File: src/rtl/noc_layer_sched.sv
// noc_layer_sched: sequences one SNN inference over the NoC.
// Issues LOAD_W / LOAD_I / TS_GO command packets to WMEM, IMEM and OMEM and waits for the
// matching completion packets. It loops NUM_TS timesteps per layer and NUM_LAYERS layers.
// Optional feature: define SCHED_TIMEOUT_EN to add a wait-state timeout with a sticky err flag.
// Packet layout: [32:28] dest, [27:23] src, [22:20] opcode, [19:12] layer, [11:0] ts.

module noc_layer_sched #(
  parameter int unsigned WIDTH_PACKAGE = 33,
  parameter int unsigned NUM_TS        = 10,
  parameter int unsigned NUM_LAYERS    = 2,
  parameter logic [4:0]  SCHED_LOC     = 5'b011_10,
  parameter logic [4:0]  WMEM_LOC      = 5'b000_10,
  parameter logic [4:0]  IMEM_LOC      = 5'b001_10,
  parameter logic [4:0]  OMEM_LOC      = 5'b010_10,
  parameter int unsigned TIMEOUT       = 1024
) (
  input  logic                     clk,
  input  logic                     rst,
  input  logic                     start,
  output logic                     busy,
  output logic                     done,
  output logic                     err,
  output logic                     cmd_valid,
  input  logic                     cmd_ready,
  output logic [WIDTH_PACKAGE-1:0] cmd_data,
  input  logic                     resp_valid,
  output logic                     resp_ready,
  input  logic [WIDTH_PACKAGE-1:0] resp_data,
  output logic [7:0]               cur_layer,
  output logic [11:0]              cur_ts
);

  localparam logic [2:0] OpLoadW  = 3'd0;
  localparam logic [2:0] OpLoadI  = 3'd1;
  localparam logic [2:0] OpTsGo   = 3'd2;
  localparam logic [2:0] OpWDone  = 3'd4;
  localparam logic [2:0] OpIDone  = 3'd5;
  localparam logic [2:0] OpTsDone = 3'd6;

  localparam logic [11:0] LastTs    = 12'(NUM_TS - 1);
  localparam logic [7:0]  LastLayer = 8'(NUM_LAYERS - 1);

  typedef enum logic [2:0] {
    StIdle,
    StSendW,
    StWaitW,
    StSendI,
    StWaitI,
    StSendGo,
    StWaitTs,
    StFinish
  } state_e;

  state_e                   state_q, state_d;
  logic [7:0]               layer_q, layer_d;
  logic [11:0]              ts_q, ts_d;
  logic [WIDTH_PACKAGE-1:0] cmd_data_q, cmd_data_d;

  // Response field decode; dest/src are not needed to qualify a completion.
  logic [2:0]  resp_op;
  logic [7:0]  resp_layer;
  logic [11:0] resp_ts;
  logic        unused_resp_route;

  assign resp_op           = resp_data[22:20];
  assign resp_layer        = resp_data[19:12];
  assign resp_ts           = resp_data[11:0];
  assign unused_resp_route = ^resp_data[WIDTH_PACKAGE-1:23];

  logic match_w, match_i, match_ts, in_wait, wait_match;

  // Weight completions are per layer, so only the layer field is compared for W_DONE.
  assign match_w  = resp_valid && (resp_op == OpWDone) && (resp_layer == layer_q);
  assign match_i  = resp_valid && (resp_op == OpIDone) && (resp_layer == layer_q) &&
                    (resp_ts == ts_q);
  assign match_ts = resp_valid && (resp_op == OpTsDone) && (resp_layer == layer_q) &&
                    (resp_ts == ts_q);

  assign in_wait    = (state_q == StWaitW) || (state_q == StWaitI) || (state_q == StWaitTs);
  assign wait_match = ((state_q == StWaitW) && match_w) ||
                      ((state_q == StWaitI) && match_i) ||
                      ((state_q == StWaitTs) && match_ts);

  function automatic logic [WIDTH_PACKAGE-1:0] mk_pkt(input logic [4:0]  dest,
                                                      input logic [2:0]  op,
                                                      input logic [7:0]  layer,
                                                      input logic [11:0] ts);
    return {dest, SCHED_LOC, op, layer, ts};
  endfunction

`ifdef SCHED_TIMEOUT_EN
  logic [15:0] wait_cnt_q, wait_cnt_d;
  logic        err_q, err_d;
  logic        timed_out;

  assign timed_out = in_wait && !wait_match && (wait_cnt_q == 16'(TIMEOUT - 1));
`else
  logic [15:0] unused_timeout;
  assign unused_timeout = 16'(TIMEOUT);
`endif

  // Next-state, loop counters and command packet composition.
  always_comb begin
    state_d    = state_q;
    layer_d    = layer_q;
    ts_d       = ts_q;
    cmd_data_d = cmd_data_q;
`ifdef SCHED_TIMEOUT_EN
    err_d      = err_q;
    wait_cnt_d = wait_cnt_q;
`endif
    case (state_q)
      StIdle: begin
        if (start) begin
          layer_d    = 8'd0;
          ts_d       = 12'd0;
          cmd_data_d = mk_pkt(WMEM_LOC, OpLoadW, 8'd0, 12'd0);
          state_d    = StSendW;
        end
      end
      StSendW: begin
        if (cmd_ready) state_d = StWaitW;
      end
      StWaitW: begin
        if (match_w) begin
          cmd_data_d = mk_pkt(IMEM_LOC, OpLoadI, layer_q, ts_q);
          state_d    = StSendI;
        end
      end
      StSendI: begin
        if (cmd_ready) state_d = StWaitI;
      end
      StWaitI: begin
        if (match_i) begin
          cmd_data_d = mk_pkt(OMEM_LOC, OpTsGo, layer_q, ts_q);
          state_d    = StSendGo;
        end
      end
      StSendGo: begin
        if (cmd_ready) state_d = StWaitTs;
      end
      StWaitTs: begin
        if (match_ts) begin
          if (ts_q != LastTs) begin
            ts_d       = ts_q + 12'd1;
            cmd_data_d = mk_pkt(IMEM_LOC, OpLoadI, layer_q, ts_q + 12'd1);
            state_d    = StSendI;
          end else if (layer_q != LastLayer) begin
            layer_d    = layer_q + 8'd1;
            ts_d       = 12'd0;
            cmd_data_d = mk_pkt(WMEM_LOC, OpLoadW, layer_q + 8'd1, 12'd0);
            state_d    = StSendW;
          end else begin
            // Layer/timestep indices hold so the host can read the final position.
            state_d = StFinish;
          end
        end
      end
      StFinish: begin
        state_d = StIdle;
      end
      default: begin
        state_d = StIdle;
      end
    endcase
`ifdef SCHED_TIMEOUT_EN
    // Every wait state is entered from a send state, so clearing there restarts the count.
    if (in_wait) begin
      wait_cnt_d = wait_cnt_q + 16'd1;
    end else begin
      wait_cnt_d = 16'd0;
    end
    if ((state_q == StIdle) && start) err_d = 1'b0;
    // A match in the limit cycle has already advanced state_d and is left untouched.
    if (timed_out) begin
      err_d   = 1'b1;
      state_d = StIdle;
    end
`endif
  end

  // State and datapath registers with synchronous reset.
  always_ff @(posedge clk) begin
    if (rst) begin
      state_q    <= StIdle;
      layer_q    <= 8'd0;
      ts_q       <= 12'd0;
      cmd_data_q <= '0;
    end else begin
      state_q    <= state_d;
      layer_q    <= layer_d;
      ts_q       <= ts_d;
      cmd_data_q <= cmd_data_d;
    end
  end

`ifdef SCHED_TIMEOUT_EN
  // Wait-cycle counter and sticky timeout flag.
  always_ff @(posedge clk) begin
    if (rst) begin
      wait_cnt_q <= 16'd0;
      err_q      <= 1'b0;
    end else begin
      wait_cnt_q <= wait_cnt_d;
      err_q      <= err_d;
    end
  end

  assign err = err_q;
`else
  assign err = 1'b0;
`endif

  // Status and handshake outputs are decoded straight from the registered state.
  always_comb begin
    busy      = (state_q != StIdle) && (state_q != StFinish);
    done      = (state_q == StFinish);
    cmd_valid = (state_q == StSendW) || (state_q == StSendI) || (state_q == StSendGo);
  end

  assign resp_ready = ~rst;
  assign cmd_data   = cmd_data_q;
  assign cur_layer  = layer_q;
  assign cur_ts     = ts_q;

endmodule

File: config.mk
export PLATFORM = sky130hd
export DESIGN_NAME = noc_layer_sched
export DESIGN_NICKNAME = d
export VERILOG_FILES = /design/src/rtl/noc_layer_sched.sv
export SDC_FILE = /design/constraint.sdc
export NUM_CORES = 1
export LEC_CHECK = 0
export ABC_AREA = 1
export ABC_CLOCK_PERIOD_IN_PS = 1900
export CAP_MARGIN = 25
export CORE_MARGIN = 2
export CORE_UTILIZATION = 35
export CTS_CLUSTER_SIZE = 16
export DETAILED_ROUTE_END_ITERATION = 10
export GPL_ROUTABILITY_DRIVEN = 0
export PLACE_DENSITY = 0.63
export SETUP_SLACK_MARGIN = 0.4
export SLEW_MARGIN = 20
export SYNTH_ARGS = -nofsm -noshare
export SYNTH_HDL_FRONTEND = slang
export SYNTH_SLANG_ARGS = --single-unit
File: constraint.sdc
create_clock -name clk -period 1.9 [get_ports clk]
set_input_delay 0.285 -clock clk [delete_from_list [all_inputs] [get_ports clk]]
set_output_delay 0.285 -clock clk [all_outputs]
set_load 0.02 [all_outputs]
======== Yosys cells after proc, flatten, opt, wreduce, memory -nomap -nowiden ========
Index checks and enable logic that the tools add are counted.
word-level totals
  logic and storage cells ................. 78
  input port bits ......................... 38
  output and inout port bits .............. 58
  register bits ........................... 56
operators by class
  reduce and logical (&&, ||, !) cells .... 19
  $add $sub $neg .......................... 2
  equal/unequal tests ..................... 25
  bitwise gates (word level) .............. 1
  mux-type cells .......................... 27
operators by type and width
  operator                 number
  $mux W33                 6
  $pmux W33 S4             1
  $mux W12                 4
  $mux W8                  4
  $mux W3                  9
  $pmux W12 S2             1
  $pmux W3 S8              1
  $eq A3 B3 Y1 const B     7
  $ne A2 B2 Y1 const B     8
  $pmux W8 S2              1
  $add A12 B1 Y12 const B  1
  $eq A12 B12 Y1           1
  $ne A12 B4 Y1 const B    1
  $logic_and A1 B1 Y1      9
  $add A8 B1 Y8 const B    1
  $eq A8 B8 Y1             1
  $ne A8 B1 Y1 const B     1
  $reduce_and A7 Y1        1
  $eq A3 B2 Y1 const B     2
  $reduce_and A6 Y1        1
  $reduce_and A5 Y1        1
  $reduce_and A4 Y1        1
  $reduce_bool A4 Y1       1
  $eq A3 B1 Y1 const B     1
  8 further kinds          9

======== Longest topological paths before layout ========
Gate-level depths: netlist of the first run.
  word-level depth ........................ 6
  gate-level depth with buffers ........... 14
  depth with buffers taken out ............ 13

======== Worst setup path after synthesis of the first run ========
No wires, ideal clock.
  path type ............................... register to register
  start ................................... register ts_q[1], in the netlist cur_ts[1]
  end ..................................... register cmd_data_q[21], in the netlist cmd_data[21]
  cell stages (with the launch flop) ...... 15
  arrival ................................. 1.849 ns
  clock period less this slack ............ 1.962 ns
  path slack .............................. -0.062 ns
  buffers on the path ..................... 2
  required time ........................... 1.787 ns
  library setup time ...................... 0.113 ns
  cell sequence ........................... dfxtp_1 > inv_1 > ha_1 > nand2_1 > nor2_1 > nand2_1 > nor2_4 > nand2_2 > nand3_2 > a21oi_4 > nand3_2 > buf_6 > buf_6 > nor2_1 > nor2_1
between the ends
  cells in the longest elaborated chain, start to end .. 4
  elaborated cells on any way between the ends .. 11
  classes of those cells .................. eq/ne (5); mux (3); reduce/logical (3)
RTL lines
  what                                               RTL line     source
  from (decl)                                        56           logic [11:0] ts_q, ts_d;
  from (signal assigned)                             192          ts_q <= ts_d;
  $ne A12 B4 Y1 or $eq A12 B12 Y1 (tied branches)    144, 75, 77
  $mux W33 (tied with other cells)                   144          if (ts_q != LastTs) begin
  $mux W33 or $ne A2 B2 Y1 (tied branches)           --
  $pmux W33 S4 or $reduce_and A6 Y1 (tied branches)  --
  to (signal assigned)                               193          cmd_data_q <= cmd_data_d;
  to (decl)                                          57           logic [WIDTH_PACKAGE-1:0] cmd_data_q, cmd_data_d;
Parallel ways exist; a longest one is shown, timed or not. The select of a mux whose other input is x is not followed.
A chain may end at the register's enable or synchronous reset.

======== Final worst setup path of the first run ========
  start ................................... register ts_q[1], in the netlist cur_ts[1]
  end ..................................... register cmd_data_q[12], in the netlist cmd_data[12]
Same word-level chain as after synthesis.

==> results of run 1 <==
-- worst min-delay path by stage --
stage / from / endpoint / depth (start not counted)
global placement: cmd_data[29] / cmd_data[29] / 2
global route: cmd_data[29] / cmd_data[29] / 2
floorplan: rst / cmd_data[29] / 1
CTS: cmd_data[29] / cmd_data[29] / 2
detailed placement: cmd_data[29] / cmd_data[29] / 2
finish: cmd_data[29] / cmd_data[29] / 2
-- placed cells by master, fill, tap and decap left out, types with 3 or more instances in the layout --
master	n
nand2_1	112
nor2_1	78
inv_1	68
dlygate4sd2_1	53
buf_4	35
nand2_2	33
dfxtp_1	24
clkdlybuf4s50_1	21
inv_2	20
nand4_1	17
o21ai_0	17
nor2_2	16
xnor2_1	15
nand3_1	14
dfxtp_2	13
nor2_4	12
nand2_4	11
dfxtp_4	9
nand3_4	8
a21oi_2	7
o21ai_1	7
conb_1	6
buf_12	6
inv_4	5
clkbuf_8	5
buf_6	5
xor2_1	4
a21oi_1	4
xnor2_2	3
nor3_1	3
o22ai_1	3
buf_16	3
-- power breakdown --
part           internal [mW]  switching (mW)  total [mW]
logic                   3.31            4.19        7.50
registers               1.52           0.507        2.02
clock network          0.261           0.390       0.651
total                   5.08            5.09        10.2
-- cells in the mapped netlist, drive strengths merged --
master / n / area share [%]
nand3b: 1 / 0.23
o31ai: 1 / 0.23
nor2: 106 / 13
nand3: 20 / 3.9
clkbuf: 2 / 0.23
dfxtp: 46 / 28
buf: 23 / 4.9
nor4: 1 / 0.19
a211oi: 1 / 0.23
o2111ai: 1 / 0.27
a21oi: 13 / 2.5
nand4: 17 / 3.3
xor2: 4 / 1.1
nand2: 156 / 19
nor3: 5 / 1.1
o21ai: 24 / 3.7
or2: 2 / 0.46
inv: 92 / 11
o22ai: 3 / 0.58
xnor2: 18 / 4.9
ha: 4 / 1.5
conb: 1 / 0.12
-- per-stage QoR --
stage / TNS [ps] / hold WS (ps) / power, mW
3_5_place_dp: -15630 / 484 / 7.50
3_3_place_gp: -14530 / 476 / 7.41
4_1_cts: 0 / 499 / 9.26
2_1_floorplan: 0 / 354 / 5.65
5_1_grt: -4180 / 524 / 10.9
6_report: -329 / 497 / 10.2
-- routing by layer --
| metal | wire (um) | vias to the layer above |
|---|---|---|
| met5 | 0 | - |
| met4 | 282 | 0 |
| met3 | 600 | 24 |
| met2 | 5530 | 131 |
| met1 | 4340 | 1742 |
| li1 | - | 1891 |
-- worst register-to-register path, cell delays in order (launching register included) --
cell       delay (ps)
dfxtp_4           370
buf_12            130
xnor2_2           120
nand2_1            60
nor2_1            110
nand2_1            90
nor2_4            160
nand2_2           100
nand2_4           100
nand3_4           120
buf_12            180
clkbuf_16         160
nand2_2            50
nand2_1            40
nor2_1            100
-- cells by family after synthesis --
kind of cell | synth area share [%]
xor+xnor | 5.95
compound gates | 7.49
simple gates | 40.7
fa+ha+maj | 1.55
other cells | 0.116
flops | 28.4
buf+inv | 15.8
-- state kept, by name, summed over array words and instances, names as in the netlist --
name       count
cmd_data      23
cur_layer      8
cur_ts        12
state_q        3
-- area by class of cell --
| class | count | area (um^2) |
|---|---|---|
| fill | 847 | 3940 |
| multi-input combinational | 386 | 2280 |
| timing repair buffer | 132 | 1340 |
| sequential | 46 | 971 |
| inverter | 92 | 355 |
| tap | 111 | 139 |
| clock buffer | 5 | 68.8 |
| clock inverter | 3 | 20.0 |
-- repair_timing --
action	4_1_cts	5_1_grt
setup endpoints to repair	98	51
setup buffers	16	3
pin swaps	42	50
gates resized for setup	126	88
gates cloned	7	2
==> results.py, run 1 <==
metrics = {
    "worst_setup_path": {
        "timing.critical_path.buf_inv": 3,
        "start_kind": "flop",
        "crit_end": "cmd_data[12]",
        "path_depth": 14,
        "slowest_stage": "dfxtp_4",
        "reg2reg_slack_ps": -40,
        "critPathKind": "reg -> reg",
        "timing.rr.end": "cmd_data[12]",
        "worst_setup_path_end_kind": "flop",
        "slowest_delay_ps": 370,
        "cpMostUsedCell": "nand2_1",
        "r2r_cells": 14,
        "crit_path_max_fanout": 5,
        "crit_family": "simple AND/OR/NAND/NOR gates",
        "worst_ep_required_time_ps": 2160,
        "cp.arrival_ps": 2200,
        "path_cells": "buf_12 -> xnor2_2 -> nand2_1 -> nor2_1 -> nand2_1 -> nor2_4 -> nand2_2 -> nand2_4 -> nand3_4 -> buf_12 -> clkbuf_16 -> nand2_2 -> nand2_1 -> nor2_1",
        "timing.rr.start": "cur_ts[1]",
        "crit_path_start": "cur_ts[1]",
    },
    "layout": {
        "final_area_mm2": 0.00517,
        "nets": 705,
        "drive_gt1_share_pct": 31.6,
        "final_cells": 775,
        "syn_to_final_growth_pct": 59.7,
        "final_util_pct": 56.8,
        "n_antenna_cell": 0,
    },
    "flow_run": {
        "drv_cap": 0,
    },
    "grt": {
        "antenna_found_initial": 0,
        "grt_pass1_vias": 3693,
        "grt_use_met3_pct": 3.76,
        "busiest_layer": "met2",
        "grtUsageTotal_pct": 21.2,
        "grt_overflow": 0,
        "global_route.usage.met1_pct": 25.3,
        "use_met2_pct": 36.1,
        "grt_max_degree": 46,
        "grt_pass1_wl_mm": 17.0,
    },
    "timing": {
        "setup_viol": 17,
        "min_period_over_period_pct": 102,
        "fin_crit_ps": 1940,
        "setup_slack_ps": -39.7,
        "rsz0062_at_grt": "true",
        "fmax_mhz": 516,
        "slew_viol_final": 0,
        "hold_violations": 0,
        "max-slew-margin-rel_pct": 62.8,
        "clock_skew_ps": 4.49,
        "worstMarginPinSlew_ps": 559,
    },
    "power": {
        "p_leak_nw": 2.62,
        "peakVddDrop_uv": 792,
        "p_per_area_mw_per_mm2": 1970,
    },
    "routing": {
        "routed-via-count": 3788,
        "firstDrtPassIters": 4,
        "ant_nets": 0,
        "drtIter0Drc": 182,
        "drc": 0,
        "viasPerCell": 4.89,
        "wl_per_cell_um": 13.9,
        "finalWirelength_mm": 10.8,
    },
    "synth": {
        "avgSynthCellArea_um2": 5.99,
        "synth.cell_area_mm2": 0.00324,
        "syn_inst": 541,
        "yosysWarnings": 0,
        "synth.distinct_cells": 36,
        "yosysSeqAreaShare_pct": 28.4,
        "synth_seq_cells": 46,
    },
    "floorplanning": {
        "core_mm2": 0.00911,
        "die_x_um": 100,
        "dieArea_mm2": 0.0100,
        "rows": 35,
        "initial_core_util_pct": 35.6,
        "pin_count": 96,
        "die_h_um": 100,
    },
    "placement": {
        "dp_hpwl_mm": 6.81,
        "place_area_mm2": 0.00431,
        "numPortBuffers": 79,
        "dpl.cell_count": 739,
        "dp_slack_ps": -436,
    },
    "clocking": {
        "path_clk_slew_ps": 100,
        "cts_tree": "built",
        "cts_buffers": 5,
        "cts-root-buf": "clkbuf_8",
        "clk_path_buf_depth": 2,
        "insertion_delay_ps": 310,
        "clock_sinks": 46,
        "cts_max_level": 2,
        "cts.hold.buffers_added": 0,
    },
    "min_path": {
        "hold_class": "reg -> reg",
    },
    "outcome": {
        "violations": "negative setup slack",
        "outcome": "finished with violations",
    },
}
No activity file was read; power rests on OpenSTA's default activity.
==> run 2: changes to the inputs <==
Settings changed: ABC_AREA 1 to default, CAP_MARGIN 25 to 20, PLACE_DENSITY 0.63 to 0.62, SLEW_MARGIN 20 to default.
==> results.py, run 2 <==
metrics = {
    "routing": {
        "drtIter0Drc": 322,
        "firstDrtPassIters": 5,
        "wl_per_cell_um": 17.9,
        "routed-via-count": 4129,
        "drc": 0,
        "ant_nets": 0,
        "finalWirelength_mm": 13.1,
        "viasPerCell": 5.63,
    },
    "min_path": {
        "min_from": "cmd_data[13]",
        "holdPathStages": 2,
        "hold_class": "reg -> reg",
        "hold_path_end": "cmd_data[13]",
    },
    "layout": {
        "largest_register_ffs": 23,
        "layout_commonest_cell": "buf_4",
        "nets": 663,
        "n_antenna_cell": 0,
        "mostFrequentLayoutCells": "111 x buf_4, 65 x dlygate4sd2_1, 55 x nand2_1",
        "drive_gt1_share_pct": 42.0,
        "syn_to_final_growth_pct": 72.5,
    },
    "synth": {
        "async_flop_share_pct": 0,
        "synthFlopType": "dfxtp_1",
        "synth_top_family_by_area": "simple AND/OR/NAND/NOR gates",
        "avgSynthCellArea_um2": 7.54,
        "muxShareOfSynthArea_pct": 2.84,
        "yosysWarnings": 0,
        "synthAdderAreaFrac_pct": 1.51,
        "synth.cell_area_mm2": 0.00330,
        "yosys-top-cells-area": "dfxtp_1 28%, nand2_1 6.8%, xnor2_1 4.5%",
        "syn_inst": 438,
        "synth-xor-area-share_pct": 7.04,
        "synth_top_cell_by_area": "dfxtp_1",
        "synth_compound_area_share_pct": 23.0,
        "synth.distinct_cells": 63,
        "ys_top_cells_by_count": "60 x nand2_1, 46 x dfxtp_1, 29 x a21oi_1",
        "yosysMostFrequentCell": "nand2_1",
        "synth_top_area_share_pct": 27.9,
        "synth_edf_count": 0,
        "synth_seq_cells": 46,
        "synth-simple-area-share_pct": 28.2,
        "yosysSeqAreaShare_pct": 27.9,
    },
    "worst_setup_path": {
        "worst_setup_path_end_kind": "flop",
        "slowest_stage": "o41ai_1",
        "worst_ep_required_time_ps": 2100,
        "crit_path_max_fanout": 6,
        "slowest_delay_ps": 420,
        "timing.critical_path.buf_inv": 3,
        "crit_family": "compound AO/OA/AOI/OAI gates",
        "cpMostUsedCell": "buf_4",
        "timing.rr.end": "state_q[1]",
        "reg2reg_slack_ps": -330,
        "critPathKind": "reg -> reg",
        "timing.rr.start": "cur_ts[0]",
        "start_kind": "flop",
        "cp.arrival_ps": 2420,
        "path_cells": "xnor2_1 -> nand4_1 -> buf_4 -> a2111oi_4 -> buf_4 -> o22ai_4 -> buf_6 -> o41ai_1 -> a21oi_2",
        "r2r_cells": 9,
    },
    "grt": {
        "grt_overflow": 0,
        "grt_max_degree": 24,
        "grt_pass1_vias": 4026,
        "grt_pass1_wl_mm": 20.6,
        "antenna_found_initial": 0,
        "grtUsageTotal_pct": 25.6,
    },
    "clocking": {
        "clock_sinks": 46,
        "cts-root-buf": "clkbuf_8",
        "path_clk_slew_ps": 100,
        "cts_buffers": 5,
        "cts_max_level": 2,
        "clk_path_buf_depth": 2,
        "insertion_delay_ps": 310,
        "cts_tree": "built",
    },
    "timing": {
        "worstMarginPinSlew_ps": 579,
        "fin_crit_ps": 2230,
        "hold_violations": 0,
        "setup_slack_ps": -327,
        "tns_ps": -9430,
        "clock_skew_ps": 9.57,
        "rsz0062_at_grt": "true",
        "setup_viol": 46,
        "max-slew-margin-rel_pct": 61.0,
        "fmax_mhz": 449,
        "min_period_over_period_pct": 117,
        "slew_viol_final": 0,
    },
    "outcome": {
        "violations": "negative setup slack",
        "outcome": "finished with violations",
    },
    "floorplanning": {
        "core_mm2": 0.00920,
        "dieArea_mm2": 0.0102,
        "die_x_um": 101,
        "pin_count": 96,
        "rows": 35,
        "die_h_um": 101,
        "initial_core_util_pct": 35.9,
    },
    "power": {
        "p_leak_nw": 2.50,
        "peakVddDrop_uv": 611,
        "p_per_area_mw_per_mm2": 673,
    },
    "flow_run": {
        "drv_cap": 0,
    },
    "placement": {
        "dp_hpwl_mm": 9.42,
        "numPortBuffers": 79,
        "dp_slack_ps": -1160,
    },
}
-- run 2: kinds of logic after synthesis --
logic type / after synthesis
buffers and inverters: 54
flip-flops: 46
adder cells (fa/ha/maj): 4
XOR/XNOR: 24
other: 1
AND/OR/NAND/NOR: 184
AO/OA/AOI/OAI: 116
multiplexers: 9
-- run 2: metal layers --
metal,vias up,track usage [%],routed length (um),share of wire [%]
li1,1944,-,-,-
met1,1949,35.0,5640,43
met2,207,41.2,6060,46
met3,29,4.55,1010,7.7
met4,0,7.59,377,2.9
met5,-,0,0,0
-- run 2: cell type report --
cell class,count,area [um^2]
repair buffers,218,1880
well taps,111,139
multi-input cells,344,2580
clock buffers,6,93.8
fillers,815,3500
flip-flops and latches,46,975
clock inverters,2,12.5
inverters,6,22.5
-- run 2: worst max-delay path by stage --
stage            startpoint           end  slack, ps  cells after the start
6_report          cur_ts[0]    state_q[1]       -330                      9
5_1_grt           cur_ts[0]  cmd_data[21]       -390                     11
4_1_cts           cur_ts[1]    state_q[1]       -280                      9
3_5_place_dp   resp_data[7]    state_q[1]      -1160                      9
3_3_place_gp   resp_data[7]    state_q[1]      -1040                      9
2_1_floorplan     cur_ts[2]  cur_layer[3]       -300                      8
-- run 2: metrics by stage --
step	power [mW]	cells	hold slack [ps]	instance area, um^2	utilization, %
floorplan	1.97	443	493	3520	-
global placement	2.65	701	450	4990	54.2
detailed placement	2.67	701	462	4990	54.2
CTS	3.67	728	475	5540	60.3
global route	4.02	733	489	5700	62.0
finish	3.84	733	473	5700	62.0
-- run 2: what timing repair did --
item | 4_1_cts | 5_1_grt
pin swaps | 35 | 12
cloned | 2 | 1
gates resized for setup | 183 | 37
setup endpoints to repair | 98 | 53
buffers inserted | 17 | 4
endpoints found under the hold margin | 0 | 0
hold buffers | 0 | 0
-- run 2: worst min-delay path, stage by stage (launching register included) --
cell and delay (ps):
dfxtp_1 320, nand2_1 60, mux2i_1 60
-- run 2: power breakdown --
part	leakage (nW)	total, mW	switching (mW)	internal [mW]
sequential	0.387	1.07	0.0516	1.02
clock	0.0572	0.714	0.372	0.342
combinational	2.06	2.05	1.05	1.01
==> run 3: changes to the inputs <==
Settings changed: ABC_CLOCK_PERIOD_IN_PS 1900 to 2700, PLACE_DENSITY 0.62 to 0.6.
Clock period 1.9 ns to 2.7 ns, I/O delays scaled along.
==> results.py, run 3 (synthesis gave the netlist of run 2 again) <==
metrics = {
    "floorplanning": {
        "core_mm2": 0.00920,
        "initial_core_util_pct": 35.9,
        "dieArea_mm2": 0.0102,
        "die_x_um": 101,
        "die_h_um": 101,
        "pin_count": 96,
        "rows": 35,
    },
    "worst_setup_path": {
        "critPathKind": "reg -> reg",
        "cp.arrival_ps": 2590,
        "crit_path_max_fanout": 7,
        "worst_ep_required_time_ps": 2950,
        "r2r_cells": 10,
        "worst_setup_path_end_kind": "flop",
        "start_kind": "flop",
    },
    "power": {
        "p_leak_nw": 1.91,
        "peakVddDrop_uv": 218,
        "p_seq_share_pct": 31.4,
        "power_mw": 2.45,
        "p_int_mw": 1.55,
        "p_switching_uw": 902,
        "pwr-share-comb_pct": 46.5,
        "clockPowerShare_pct": 22.1,
        "switching_share_pct": 36.8,
        "p_per_area_mw_per_mm2": 501,
    },
    "routing": {
        "firstDrtPassIters": 5,
        "finalWirelength_mm": 11.6,
        "viasPerCell": 5.73,
        "drc": 0,
        "ant_nets": 0,
        "routed-via-count": 3806,
        "wl_per_cell_um": 17.5,
        "drtIter0Drc": 347,
    },
    "clocking": {
        "cts_max_level": 2,
        "clk_path_buf_depth": 2,
        "path_clk_slew_ps": 90,
        "clock_sinks": 46,
        "insertion_delay_ps": 310,
        "cts_tree": "built",
        "cts.hold.buffers_added": 0,
        "cts_buffers": 5,
        "cts-root-buf": "clkbuf_8",
    },
    "layout": {
        "largest_register_ffs": 23,
        "mostFrequentLayoutCells": "64 x buf_4, 59 x nand2_1, 57 x clkdlybuf4s50_1",
        "multiInputGateArea_mm2": 0.00228,
        "nFillCells": 893,
        "layout_commonest_cell": "buf_4",
        "drive_gt1_share_pct": 25.3,
        "seqCellArea_um2": 962,
        "nets": 594,
        "n_antenna_cell": 0,
        "syn_to_final_growth_pct": 48.2,
        "final_area_mm2": 0.00490,
    },
    "placement": {
        "place_area_mm2": 0.00445,
        "numPortBuffers": 79,
        "dp_hpwl_mm": 8.40,
        "dp_slack_ps": -411,
    },
    "timing": {
        "clock_skew_ps": 4.76,
        "slew_viol_final": 0,
        "setup_slack_ps": 357,
        "setup_viol": 0,
        "tns_ps": 0,
        "min_period_over_period_pct": 86.8,
        "max-slew-margin-rel_pct": 63.4,
        "fin_crit_ps": 2340,
        "rsz0062_at_grt": "true",
        "fmax_mhz": 427,
        "worstMarginPinSlew_ps": 543,
        "whs_ps": 473,
        "hold_violations": 0,
    },
    "min_path": {
        "holdPathStages": 2,
        "hold_class": "reg -> reg",
    },
    "flow_run": {
        "drv_cap": 0,
    },
    "grt": {
        "grtUsageTotal_pct": 22.3,
        "grt_pass1_vias": 3490,
        "grt_max_degree": 33,
        "grt_pass1_wl_mm": 17.9,
        "grt_overflow": 0,
        "antenna_found_initial": 0,
    },
    "outcome": {
        "outcome": "completed",
    },
}
run 3: cell type report:
class | count | area share (%)
Multi-Input combinational cell | 343 | 46.6
Sequential cell | 46 | 19.7
Clock buffer | 6 | 1.48
Clock inverter | 2 | 0.741
Tap cell | 111 | 2.84
Inverter | 6 | 0.460
Timing Repair Buffer | 150 | 28.2
run 3: worst max-delay path, stage by stage, from the launching register on:
cell and delay (ps):
dfxtp_4 380, xnor2_1 170, nand4_1 180, buf_4 180, buf_6 110, a2111oi_4 270, buf_4 180, o22ai_4 120
buf_6 170, or3_1 370, a21oi_1 140
run 3: path summary, 6_finish.rpt:
path / endpoint / startpoint / slack (ps)
setup / recovery: cmd_data[18] / cur_ts[1] / 360
hold / removal: cmd_data[18] / cmd_data[18] / 470
setup reg to reg: cmd_data[18] / cur_ts[1] / 360
hold reg to reg: cmd_data[18] / cmd_data[18] / 470
run 3: power groups by stage:
stage	clock, mW	combinational [mW]	sequential (mW)
finish	0.541	1.14	0.770
detailed placement	0	1.00	0.786
global route	0.574	1.22	0.777
CTS	0.543	1.07	0.773
floorplan	0	0.530	0.809
global placement	0	0.995	0.783
run 3: stage by stage:
step / utilization, % / cells
after floorplan: - / 443
after global placement: 48.4 / 645
after detailed placement: 48.4 / 645
after CTS: 51.3 / 661
after global routing: 53.2 / 664
final: 53.2 / 664
run 3: repair_timing:
action | 4_1_cts | 5_1_grt
pin swaps | 19 | 23
setup endpoints to repair | 45 | 42
resized for setup | 33 | 44
setup buffers | 8 | 3
run 3: layer usage:
metal  vias up  track usage (%)  wire length, um
met5         -                0                0
met2       162             34.9             5330
met4         0             8.32              286
met3        22             3.86              756
li1       1796                -                -
met1      1826             30.8             5260
